`src/rtl/spi_pkg.sv`:
```
// spi_pkg: types and constants shared by the SPI master and responder.
// Holds the controller state encoding and the default SCLK divider.
package spi_pkg;

  localparam int SPI_CLK_DIV = 4;

  typedef enum logic [2:0] {
    ST_IDLE  = 3'd0,
    ST_SHIFT = 3'd1,
    ST_HOLD  = 3'd2,
    ST_TRAIL = 3'd3,
    ST_GAP   = 3'd4
  } spi_state_e;

endpackage

```
`src/rtl/spi_baud_tick.sv`:
```
// spi_baud_tick: half-period tick generator for the SPI master.
// Restart parks the counter so the first tick lands CLK_DIV cycles later.
module spi_baud_tick #(
  parameter int CLK_DIV = 4
) (
  input  logic clk,
  input  logic rst_n,
  input  logic restart,
  output logic tick
);

  localparam int W = $clog2(CLK_DIV + 1);
  localparam logic [W-1:0] RELOAD = W'(CLK_DIV - 1);
  localparam logic [W-1:0] ONE = W'(1);

  logic [W-1:0] cnt;

  always_ff @(posedge clk or negedge rst_n) begin
    if (!rst_n) begin
      cnt <= RELOAD;
    end else if (restart || cnt == '0) begin
      cnt <= RELOAD;
    end else begin
      cnt <= cnt - ONE;
    end
  end

  assign tick = !restart && (cnt == '0);

endmodule

```
`src/rtl/spi_master.sv`:
```
// spi_master: mode-0 SPI byte master with optional chip-select hold.
// One byte per accept; bursts keep cs_n low through the HOLD state.
module spi_master
  import spi_pkg::*;
#(
  parameter int CLK_DIV = SPI_CLK_DIV
) (
  input  logic       clk,
  input  logic       rst_n,
  input  logic [7:0] tx_data,
  input  logic       tx_valid,
  output logic       tx_ready,
  input  logic       cs_hold,
  output logic [7:0] rx_data,
  output logic       rx_valid,
  output logic       busy,
  output logic       sclk,
  output logic       mosi,
  input  logic       miso,
  output logic       cs_n
);

  spi_state_e state;
  logic [7:0] tx_sr;
  logic [7:0] rx_sr;
  logic [2:0] bit_cnt;
  logic       hold_q;
  logic       tick;
  logic       restart;
  logic       accept;

  assign accept  = tx_valid && tx_ready;
  assign restart = (state == ST_IDLE) || (state == ST_HOLD);

  spi_baud_tick #(
    .CLK_DIV(CLK_DIV)
  ) u_tick (
    .clk    (clk),
    .rst_n  (rst_n),
    .restart(restart),
    .tick   (tick)
  );

  always_ff @(posedge clk or negedge rst_n) begin
    if (!rst_n) begin
      state    <= ST_IDLE;
      tx_ready <= 1'b0;
      cs_n     <= 1'b1;
      sclk     <= 1'b0;
      mosi     <= 1'b0;
      rx_valid <= 1'b0;
      rx_data  <= 8'h00;
      busy     <= 1'b0;
      tx_sr    <= 8'h00;
      rx_sr    <= 8'h00;
      bit_cnt  <= 3'd0;
      hold_q   <= 1'b0;
    end else begin
      rx_valid <= 1'b0;
      unique case (state)
        ST_IDLE, ST_HOLD: begin
          if (accept) begin
            state    <= ST_SHIFT;
            tx_ready <= 1'b0;
            cs_n     <= 1'b0;
            busy     <= 1'b1;
            mosi     <= tx_data[7];
            tx_sr    <= tx_data;
            hold_q   <= cs_hold;
            bit_cnt  <= 3'd0;
          end else if (state == ST_HOLD && !cs_hold) begin
            state    <= ST_TRAIL;
            tx_ready <= 1'b0;
          end else begin
            tx_ready <= 1'b1;
          end
        end
        ST_SHIFT: begin
          if (tick && !sclk) begin
            sclk  <= 1'b1;
            rx_sr <= {rx_sr[6:0], miso};
          end else if (tick) begin
            sclk <= 1'b0;
            // last falling edge closes the byte instead of shifting
            if (bit_cnt == 3'd7) begin
              rx_data  <= rx_sr;
              rx_valid <= 1'b1;
              mosi     <= 1'b0;
              if (hold_q) begin
                state    <= ST_HOLD;
                tx_ready <= 1'b1;
              end else begin
                state <= ST_TRAIL;
              end
            end else begin
              bit_cnt <= bit_cnt + 3'd1;
              mosi    <= tx_sr[6];
              tx_sr   <= {tx_sr[6:0], 1'b0};
            end
          end
        end
        ST_TRAIL: begin
          if (tick) begin
            cs_n  <= 1'b1;
            state <= ST_GAP;
          end
        end
        ST_GAP: begin
          if (tick) begin
            state    <= ST_IDLE;
            busy     <= 1'b0;
            tx_ready <= 1'b1;
          end
        end
        default: state <= ST_IDLE;
      endcase
    end
  end

endmodule

```
`config.mk`:
```
export PLATFORM = sky130hd
export DESIGN_NAME = spi_master
export DESIGN_NICKNAME = d
export VERILOG_FILES = /design/src/rtl/spi_pkg.sv /design/src/rtl/spi_baud_tick.sv /design/src/rtl/spi_master.sv
export SDC_FILE = /design/constraint.sdc
export NUM_CORES = 1
export LEC_CHECK = 0
export BUFFER_PORTS_ARGS = -buffer_cell sky130_fd_sc_hd__buf_2
export CAP_MARGIN = 30
export CORE_MARGIN = 3
export CORE_UTILIZATION = 62
export CTS_BUF_LIST = sky130_fd_sc_hd__clkbuf_4 sky130_fd_sc_hd__clkbuf_8
export DETAILED_ROUTE_END_ITERATION = 6
export GPL_TIMING_DRIVEN = 0
export PLACE_DENSITY = 0.86
export SLEW_MARGIN = 40
export SYNTH_ARGS = -nofsm -noshare
export SYNTH_HDL_FRONTEND = slang
export SYNTH_SLANG_ARGS = --single-unit
```
`constraint.sdc`:
```
create_clock -name clk -period 3.18 [get_ports clk]
set_clock_uncertainty 0.05 [all_clocks]
set_input_delay 0.318 -clock clk [delete_from_list [all_inputs] [get_ports clk]]
set_output_delay 0.318 -clock clk [all_outputs]
set_load 0.01 [all_outputs]
```
==> flow_summary_export.csv <==
group,metric,value,unit
synth,post_synth_xor_area_fraction,0.504,%
placed_design,place_inst,200,
final_layout,fillers,181,
floorplan,ios,27,
clock_tree,cts_made_buffers,5,
setup_path,timing.setup.critical_path_class,"flop to flop",
global_routing,grt_usage,22.1,%
final_layout,multi_input_area,657,sq um
route,detailedRoute.firstPassIterationCount,4,
synth,synth-warning-count,0,
route,drc,0,
final_layout,final_instance_count_without_filler_cells,209,
synth,synth_simple_gate_area_share,13.8,%
setup_path,worstPathRequired,3.37,ns
synth,share_of_flip_flops_with_an_asynchronous_set_or_reset_after_synthesis,100,%
run,drv.max_cap_violation_count,0,
sta,timing.final.hold_violations,0,
floorplan,die_h,58.9,um
floorplan,floorplan.initialDensity,67.6,%
synth,syn-instance-count,144,
synth,post_synth_fa_ha_maj_area_fraction,2.88,%
clock_tree,post-cts-setup-buffers,0,
placed_design,dp_hpwl,2.33,mm
synth,muxShareOfSynthArea,11.0,%
clock_tree,cts_sinks,39,
final_layout,num-nets-final,195,
clock_tree,clk_transition_reported_paths,0.12,ns
synth,post_synth_num_cell_types,41,
floorplan,fp-row-count,18,
power,peakVddDrop,0.558,mV
hold_path,hold_path.class,"input pin to flop",
synth,post-synth-top-area-cell,"dfrtp_1",
outcome,result_of_the_run,"completed",
global_routing,number_of_global_route_vias_before_repair,1246,
synth,yosys.area.top_type_share,51.9,%
sta,timing.setup.tns,0,ns
floorplan,die_width,58.9,um
setup_path,path_cells,"inv_1 -> ha_1 -> ha_1 -> buf_2 -> and4bb_1 -> buf_6 -> and2_4 -> buf_6 -> a221o_1",
final_layout,areaGrowthSynthToFinish,13.7,%
synth,synth-compound-area-share,9.65,%
clock_tree,clock_tree_from_tritoncts,"yes",
route,post_drt_via_cell_ratio,5.87,
sta,final-max-slew-violation-count,0,
clock_tree,clock_latency,0.35,ns
sta,setup_violations,0,
placed_design,port_buf_inserts,26,
sta,slew_headroom,68.8,%
setup_path,worst_ep_arrival_time,2.42,ns
global_routing,grt_start_max_net_pins,40,
setup_path,critical-path-slowest-cell,"dfstp_2",
route,wl_per_cell,15.3,um
synth,syn-cell-area,1740,sq um
final_layout,layout.core_utilization,76.9,%
setup_path,critPathMaxFanout,9,
final_layout,seqCellArea,980,sq um
sta,rsz0062_at_grt,"false",
global_routing,overflow,0,
setup_path,startpoint_kind_of_the_worst_setup_timing_path,"flop",
global_routing,grt_antenna_before_repair,0,
clock_tree,cts.htree.levels,2,
floorplan,core_area,2570,sq um
synth,main_combinational_cell_family_by_area_after_synthesis,"simple AND/OR/NAND/NOR gates",
final_layout,drive_gt1_share,35.8,%
final_layout,antenna_cells_inserted,0,
synth,synth_enable_flop_cells,0,
setup_path,crit_path_end_kind,"flop",
power,power-per-cell-area,801,nW/um^2
route,drt-initial-drc-count,49,
floorplan,die_area,3470,sq um
synth,synth.avg_cell_area,12.1,sq um
synth,synth_flop_cell,"dfrtp_1",
synth,ys_ff_latch,39,
clock_tree,clk_root_buffer_cell,"clkbuf_4",
synth,synth_nets,161,
route,via_count_of_the_routed_design,1226,
synth,synthTopCellsByArea,"dfrtp_1, mux2_2, dfstp_2, nand2_1, a221o_1",
sta,worst_pin_slew,0.468,ns
clock_tree,clock_path_buffers,2,
power,p_leak,1.00,nW
sta,layout_min_cycle_time,2.22,ns
route,drt.antenna.violating_nets,0,
synth,seq_area_frac_synth,56.4,%
setup_path,worst_path_largest_cell_delay,0.54,ns
route,finalWirelength,3.21,mm
sta,max_clock_freq,450,MHz
placed_design,gp_routability_congestion,0.757,
global_routing,first_pass_grt_wire_length,5.58,mm
sta,finalCritPeriodShare,69.9,%
-- cell usage in the layout (no fill, tap or decap), drive strengths merged, types with 2 or more instances in the layout --
master / n
and3: 3
a21oi: 2
dfstp: 3
nand3: 6
nand2: 15
inv: 7
o211ai: 2
ha: 4
a221o: 5
nor3b: 2
buf: 35
dfrtp: 36
and2: 2
mux2: 17
nand4bb: 2
o21ai: 6
nor2: 4
clkinvlp: 2
clkbuf: 7
-- through the flow --
stage	cell area, sq um	hold slack [ns]	worst slack [ns]	total power, mW
floorplan	1740	-0.0276	1.08	1.17
global placement	1900	0.379	1.03	1.29
detailed placement	1900	0.384	0.978	1.34
CTS	1960	0.0151	0.965	1.59
global route	1970	0.115	0.899	1.70
finish	1970	0.129	0.956	1.58
-- cells by family (layout without fill, tap and decap cells) --
kind of cell    Yosys count  count (layout)
compound gates           23              23
xor+xnor                  1               1
fa+ha+maj                 4               4
buf+inv                  18              53
flops                    39              39
mux                      17              17
simple gates             42              42
-- area by class of cell --
cell class / count / area share [%]
Buffer: 11 / 3.74
Tap cell: 30 / 1.90
Clock buffer: 5 / 1.90
Sequential cell: 39 / 49.6
Inverter: 7 / 1.33
Clock inverter: 3 / 1.01
Timing Repair Buffer: 27 / 7.22
Multi-Input combinational cell: 87 / 33.3
-- per-layer routing --
layer	track usage [%]	share of wire (%)
met2	36.8	50
met3	7.24	5.3
met1	25.9	43
met4	9.71	1.8
met5	0	0
-- timing repair --
item,in CTS,in global routing
hold buffers,0,1
endpoints found under the hold margin,0,36
gates resized for setup,0,0
-- power by group --
part	internal, mW	switching (mW)
combinational	0.269	0.289
clock	0.0843	0.167
sequential	0.672	0.0993
total	1.03	0.556
-- final timing paths --
kind	cells after the start	slack (ns)	to	start
setup / recovery	9	0.96	tx_sr[3]$_DFFE_PN0P_	u_tick.cnt[0]$_DFF_PN1_
hold / removal	3	0.13	tx_sr[2]$_DFFE_PN0P_	tx_data[2]
setup reg to reg	9	0.96	tx_sr[3]$_DFFE_PN0P_	u_tick.cnt[0]$_DFF_PN1_
hold reg to reg	1	0.41	u_tick.cnt[0]$_DFF_PN1_	u_tick.cnt[0]$_DFF_PN1_
max in group asynchronous	2	2.33	u_tick.cnt[0]$_DFF_PN1_	rst_n
min in group asynchronous	2	0.40	tx_sr[6]$_DFFE_PN0P_	rst_n
-- flip-flops by register name, indices dropped and copies added (netlist names), 3 cells and up --
register and count:
bit_cnt 3, tx_sr 7, state 3, rx_data 8, rx_sr 8, u_tick.cnt 3
-- cell usage after synthesis (all sizes together), types with 2 or more instances --
library cell,instances
dfrtp,36
mux2,17
nand2,15
buf,9
inv,7
nand3,6
o21ai,6
a221o,5
ha,4
nor2,4
and3,3
dfstp,3
a21oi,2
and2,2
clkbuf,2
nand4bb,2
nor3b,2
o211ai,2
-- critical path, delay by kind of cell (launching register included) --
family	cells	cell delay (ns)
adder cells (fa/ha/maj)	2	0.36
flip-flops	1	0.54
AND/OR/NAND/NOR	2	0.35
AO/OA/AOI/OAI	1	0.34
buffers and inverters	4	0.45
Power figures use the tool's default switching activity.
